--- src/rtl/fifo_param_if.sv ---
// Push/pop handshake, data and status bundle for fifo_param.
// The master modport is the producer/consumer side; the slave modport is the FIFO.
interface fifo_param_if #(
    parameter int WIDTH  = 32,
    parameter int ADDR_W = 4
);
    logic              Cen;
    logic              push;
    logic              pop;
    logic              clr_err;
    logic [WIDTH-1:0]  Data_IN;
    logic [WIDTH-1:0]  Data_Out;
    logic [ADDR_W:0]   Count;
    logic              Empty;
    logic              Full;
    logic              Last;
    logic              Almost_Full;
    logic              Almost_Empty;
    logic              Overflow;
    logic              Underflow;

    modport master (
        output Cen, push, pop, clr_err, Data_IN,
        input  Data_Out, Count, Empty, Full, Last,
        input  Almost_Full, Almost_Empty, Overflow, Underflow
    );

    modport slave (
        input  Cen, push, pop, clr_err, Data_IN,
        output Data_Out, Count, Empty, Full, Last,
        output Almost_Full, Almost_Empty, Overflow, Underflow
    );
endinterface

--- src/rtl/fifo_param.sv ---
// Parametrised synchronous FIFO with count, threshold flags and sticky error flags.
// Define FIFO_PARAM_FWFT_EN for first-word fall-through reads instead of a registered Data_Out.
module fifo_param #(
    parameter int WIDTH    = 32,
    parameter int ADDR_W   = 4,
    parameter int AF_LEVEL = 12,
    parameter int AE_LEVEL = 2
) (
    input  logic         clk,
    input  logic         reset,
    fifo_param_if.slave  bus
);
    localparam int DEPTH = 1 << ADDR_W;
    localparam logic [ADDR_W:0] DEPTH_C = (ADDR_W+1)'(DEPTH);
    localparam logic [ADDR_W:0] LAST_C  = (ADDR_W+1)'(DEPTH - 1);
    localparam logic [ADDR_W:0] AF_C    = (ADDR_W+1)'(AF_LEVEL);
    localparam logic [ADDR_W:0] AE_C    = (ADDR_W+1)'(AE_LEVEL);

    logic [WIDTH-1:0]  mem [DEPTH];
    logic [ADDR_W-1:0] wr_ptr_reg;
    logic [ADDR_W-1:0] rd_ptr_reg;
    logic [ADDR_W:0]   count_reg;
    logic [ADDR_W:0]   count_next;
    logic              overflow_reg;
    logic              underflow_reg;
    logic              empty;
    logic              full;
    logic              push_ok;
    logic              pop_ok;
    logic              ovf_set;
    logic              udf_set;

    assign empty = (count_reg == '0);
    assign full  = (count_reg == DEPTH_C);

    // A pop frees a slot in the same cycle, so push is accepted at Full when pop is.
    assign pop_ok  = bus.Cen & bus.pop & ~empty;
    assign push_ok = bus.Cen & bus.push & (~full | pop_ok);
    assign ovf_set = bus.Cen & bus.push & ~push_ok;
    assign udf_set = bus.Cen & bus.pop & empty;

    always_comb begin
        count_next = count_reg;
        case ({push_ok, pop_ok})
            2'b10:   count_next = count_reg + 1'b1;
            2'b01:   count_next = count_reg - 1'b1;
            default: count_next = count_reg;
        endcase
    end

    always_ff @(posedge clk or negedge reset) begin
        if (!reset) begin
            wr_ptr_reg    <= '0;
            rd_ptr_reg    <= '0;
            count_reg     <= '0;
            overflow_reg  <= 1'b0;
            underflow_reg <= 1'b0;
        end else if (bus.Cen) begin
            if (push_ok)
                wr_ptr_reg <= wr_ptr_reg + 1'b1;
            if (pop_ok)
                rd_ptr_reg <= rd_ptr_reg + 1'b1;
            count_reg     <= count_next;
            // New errors take priority over a clear in the same cycle.
            overflow_reg  <= (overflow_reg & ~bus.clr_err) | ovf_set;
            underflow_reg <= (underflow_reg & ~bus.clr_err) | udf_set;
        end
    end

    // Storage is deliberately left out of reset so it maps onto plain RAM.
    always_ff @(posedge clk) begin
        if (push_ok)
            mem[wr_ptr_reg] <= bus.Data_IN;
    end

`ifdef FIFO_PARAM_FWFT_EN
    assign bus.Data_Out = empty ? '0 : mem[rd_ptr_reg];
`else
    logic [WIDTH-1:0] data_out_reg;

    always_ff @(posedge clk or negedge reset) begin
        if (!reset)
            data_out_reg <= '0;
        else if (pop_ok)
            data_out_reg <= mem[rd_ptr_reg];
    end

    assign bus.Data_Out = data_out_reg;
`endif

    assign bus.Count        = count_reg;
    assign bus.Empty        = empty;
    assign bus.Full         = full;
    assign bus.Last         = (count_reg == LAST_C);
    assign bus.Almost_Full  = (count_reg >= AF_C);
    assign bus.Almost_Empty = (count_reg <= AE_C);
    assign bus.Overflow     = overflow_reg;
    assign bus.Underflow    = underflow_reg;
endmodule

--- src/flat_wrapper.sv ---
// flat-port wrapper written by rule: the top's interface ports become plain ports
module fifo_param_flat 
#(
    parameter int WIDTH    = 32,
    parameter int ADDR_W   = 4,
    parameter int AF_LEVEL = 12,
    parameter int AE_LEVEL = 2
)
  (clk, reset, bus_Cen, bus_push, bus_pop, bus_clr_err, bus_Data_IN, bus_Data_Out, bus_Count, bus_Empty, bus_Full, bus_Last, bus_Almost_Full, bus_Almost_Empty, bus_Overflow, bus_Underflow);
  fifo_param_if #(.WIDTH(WIDTH), .ADDR_W(ADDR_W)) bus_i ();
  input  logic clk;
  input  logic reset;
  input wire logic [$bits(bus_i.Cen)-1:0] bus_Cen;
  input wire logic [$bits(bus_i.push)-1:0] bus_push;
  input wire logic [$bits(bus_i.pop)-1:0] bus_pop;
  input wire logic [$bits(bus_i.clr_err)-1:0] bus_clr_err;
  input wire logic [$bits(bus_i.Data_IN)-1:0] bus_Data_IN;
  output wire logic [$bits(bus_i.Data_Out)-1:0] bus_Data_Out;
  output wire logic [$bits(bus_i.Count)-1:0] bus_Count;
  output wire logic [$bits(bus_i.Empty)-1:0] bus_Empty;
  output wire logic [$bits(bus_i.Full)-1:0] bus_Full;
  output wire logic [$bits(bus_i.Last)-1:0] bus_Last;
  output wire logic [$bits(bus_i.Almost_Full)-1:0] bus_Almost_Full;
  output wire logic [$bits(bus_i.Almost_Empty)-1:0] bus_Almost_Empty;
  output wire logic [$bits(bus_i.Overflow)-1:0] bus_Overflow;
  output wire logic [$bits(bus_i.Underflow)-1:0] bus_Underflow;
  assign bus_i.Cen = bus_Cen;
  assign bus_i.push = bus_push;
  assign bus_i.pop = bus_pop;
  assign bus_i.clr_err = bus_clr_err;
  assign bus_i.Data_IN = bus_Data_IN;
  assign bus_Data_Out = bus_i.Data_Out;
  assign bus_Count = bus_i.Count;
  assign bus_Empty = bus_i.Empty;
  assign bus_Full = bus_i.Full;
  assign bus_Last = bus_i.Last;
  assign bus_Almost_Full = bus_i.Almost_Full;
  assign bus_Almost_Empty = bus_i.Almost_Empty;
  assign bus_Overflow = bus_i.Overflow;
  assign bus_Underflow = bus_i.Underflow;
  fifo_param #(.WIDTH(WIDTH), .ADDR_W(ADDR_W), .AF_LEVEL(AF_LEVEL), .AE_LEVEL(AE_LEVEL)) u_core (.clk(clk), .reset(reset), .bus(bus_i));
endmodule
--- config.mk ---
export PLATFORM = sky130hd
export DESIGN_NAME = fifo_param_flat
export DESIGN_NICKNAME = d
export VERILOG_FILES = /design/src/rtl/fifo_param_if.sv /design/src/rtl/fifo_param.sv /design/src/flat_wrapper.sv
export SDC_FILE = /design/constraint.sdc
export NUM_CORES = 1
export LEC_CHECK = 0
export ABC_AREA = 1
export CORE_MARGIN = 4
export CORE_UTILIZATION = 65
export CTS_CLUSTER_DIAMETER = 200
export DETAILED_ROUTE_END_ITERATION = 7
export PLACE_DENSITY = 0.93
export SYNTH_ARGS = -nofsm -noshare
export SYNTH_HDL_FRONTEND = slang
export SYNTH_SLANG_ARGS = --single-unit
--- constraint.sdc ---
create_clock -name clk -period 5 [get_ports clk]
set_input_delay 0.75 -clock clk [delete_from_list [all_inputs] [get_ports clk]]
set_output_delay 0.75 -clock clk [all_outputs]
set_load 0.005 [all_outputs]
==> impl_results.md <==
* Status: finished clean
* Reg clk slew, reported paths at 0.06 ns
* Via count at 15.55k
* Boundary Pins at 82
* Final Power at 14,230 uW
* Setup-failing EPs final at 0
* Top sig layer: met4
* Slew headroom at 13.37%
* Clock Sinks at 559
* DR WL/cell at 22.15 um
* Number of synthesized register bits at 559
* Rows at 68
* Ys flop type: edfxtp_1
* Met3 routed WL at 6104 um
* Drt via density at 6.298
* Max-slew violations at 0
* Worst-Margin Slew at 1.296 ns
* Mean Syn Cell Area at 11.73 um^2
* Most flops, register: u_core.mem
* Layout cells sized above 1 at 5.859%
* Net count, final at 2,022
* Fin. Hold Viols at 0
* Highest cell delay on the worst timing path at 0.88 ns
* Worst-skew pair later-pin latency at 0.57 ns
* LEAKAGE at 0.009448 uW
* Final Skew at 0.01685 ns
* Largest delay share family, worst path: buffers and inverters
* Most common cell after layout, fill and taps aside: nand2_1
* Clock power share at 26.6%
* Sequential share of power at 40.9%
* Core area at 0.03454 mm^2
* Total CTS buffers at 51
* Unrepaired setup endpoints after global routing: false
* Initial DRC count at 2,280
* Vias in the first global route at 15.45k
* HPWL Detailed at 27,660 um
* Total Die Area at 0.03809 mm^2
* Wl on met1 at 18,310 um
* WS Path Type: flop to flop
* Diode count at 0
* First-pass GRT wire length at 83,430 um
* Synth warnings at 0
* Final GP Congestion at 0.8190
* Syn Inst Count at 1,942
* Met2 WL at 27,590 um
* Yosys cell types at 26
* Area leader, netlist: edfxtp_1
* DRC Markers at 0
* Main area contributors after synthesis: edfxtp_1, nand2_1, nand3_1, dfrtp_1, buf_6
* DRT antenna net count at 0
* Initial core utilization at 65.92%
* Synth-to-Final Area Change at 10.82%
* Post-layout min period at 3.225 ns
* Post-synthesis async set-or-reset flop share at 8.408%
* Worst setup SP type: flop
* Worst VDD drop at 0.4334 mV
* CP Capture Type: flop
* Gate power share at 32.5%
* Max FFs per register at 512
* Worst path arrival time at 3.73 ns
* Fmax at 310.1 MHz
* # resized after CTS at 0
* Remaining Overflow, GRT at 0
* Routed Wire Length at 54,680 um
* Post-CTS Repair Setup Buffers at 0
* NetSw at 5157 uW
* Drt pass-1 iters at 6
* CTS hold repair buffers at 0
* Max-cap violation count at 0
* Final Core Density at 73.05%
* H-tree levels at 2
* Post-Syn Nets at 1,989
* Largest net degree at the start of global routing at 201
* Most frequent CP cell: nand2_1
* Bufs and invs on worst path at 2
* Worst Path Required at 5.51 ns
* Internal Power at 9071 uW
* Port bufs at 81
* Sw Share at 36.24%
* Worst hold-check path type: input port to asynchronous set/reset pin
* PwrDens at 563.8 mW/mm^2
* Root Buffer: clkbuf_16
* Deepest clock path buffer count at 3
* Share of the synthesized area in the top cell type at 67.52%
* Critical path's slowest cell: inv_6
* Most frequent cells in the layout: nand2_1, edfxtp_1, nand3_1
* Sequential share of the synthesized area at 72.68%
* Die height at 195.2 um
* Worst-path cell chain: inv_6 > buf_4 > nand2_1 > nand3_1 > nand3_1 > nand2_1 > nand2_1 > nand2_1 > nand2_1 > nand2_1
* CP max FO at 135
* Initial antenna violation count at 0
* CTS tree: built
* Setup TNS at 0 ns
* Final worst-path cycle share at 64.49%
* Die X-Extent at 195.2 um
* Post-Synthesis Cell Area at 0.02277 mm^2
* Number of synthesized flops with an enable pin at 512
* Global-route usage over all layers at 27.98%
-- path summary, 6_finish.rpt --
path                                                          from                                 end  slack, ns  cells after the start
worst min register to register  u_core.bus.Data_Out[0]$_DFFE_PN0N_  u_core.bus.Data_Out[0]$_DFFE_PN0N_       0.48                      2
min in group clk                u_core.bus.Data_Out[0]$_DFFE_PN0N_  u_core.bus.Data_Out[0]$_DFFE_PN0N_       0.48                      2
worst max register to register    u_core.rd_ptr_reg[0]$_DFFE_PN0P_  u_core.bus.Data_Out[8]$_DFFE_PN0N_       1.78                     10
worst max-delay path              u_core.rd_ptr_reg[0]$_DFFE_PN0P_  u_core.bus.Data_Out[8]$_DFFE_PN0N_       1.78                     10
worst min-delay path                                         reset  u_core.bus.Data_Out[9]$_DFFE_PN0N_       0.33                      2
max in group asynchronous                                    reset    u_core.rd_ptr_reg[1]$_DFFE_PN0P_       4.10                      2
-- synth_stat cells (3+ instances only) --
| master | n |
|---|---|
| nand2_1 | 803 |
| edfxtp_1 | 512 |
| nand3_1 | 390 |
| buf_2 | 49 |
| dfrtp_1 | 47 |
| buf_6 | 24 |
| buf_4 | 22 |
| nor2_1 | 18 |
| inv_1 | 16 |
| clkbuf_1 | 10 |
| ha_1 | 8 |
| xor2_1 | 6 |
| buf_1 | 5 |
| o21ai_0 | 5 |
| inv_2 | 4 |
| nand2_2 | 3 |
| nor2_2 | 3 |
| xnor2_1 | 3 |
-- cell type report --
class | instances | area [um^2]
inverters | 21 | 86.33
repair buffers | 92 | 913.4
fillers | 1931 | 9308
clock buffers | 69 | 1436
clock inverters | 23 | 180.2
well taps | 455 | 569.3
flip-flops and latches | 559 | 16560
multi-input cells | 1250 | 5490
-- per-layer routing --
metal / vias to the layer above / GRT usage, %
li1: 6755 / -
met1: 7274 / 35.55
met2: 1283 / 47.69
met3: 238 / 4.348
met4: 0 / 13.50
met5: - / 0
-- power groups by stage --
stage	Combinational, uW	Sequential, uW	Clock [uW]
6_report	4620	5820	3790
5_1_grt	5030	5850	4000
4_1_cts	4540	5810	3770
3_5_place_dp	4370	5900	0
3_3_place_gp	4120	5880	0
2_1_floorplan	3320	5730	0
-- kinds of logic after synthesis --
group | after synthesis | synth area share [%]
adders and majority gates | 9 | 0.5275
and+or+nand+nor | 1223 | 22.51
DFF | 559 | 72.68
xor gates and xnor gates | 9 | 0.3462
buffers and inverters | 133 | 3.736
AOI/OAI and AO/OA | 9 | 0.1978
-- stage by stage --
step	hold WS, ns	cells	setup WS (ns)	cell area [um^2]
3_5_place_dp	0.4651	2377	1.635	23620
5_1_grt	0.3834	2469	1.641	25240
3_3_place_gp	0.4610	2377	1.758	23620
4_1_cts	0.3375	2469	1.922	25240
6_report	0.3274	2469	1.775	25240
2_1_floorplan	0.4544	1942	1.979	22770
-- worst reg2reg max path, stage by stage (launching register included) --
cell and delay, ns:
dfrtp_4 0.74, inv_6 0.93, buf_4 0.58, nand2_1 0.20, nand3_1 0.15, nand3_1 0.16, nand2_1 0.13, nand2_1 0.05
nand2_1 0.09, nand2_1 0.05, nand2_1 0.08
Power figures use the tool's default switching activity.
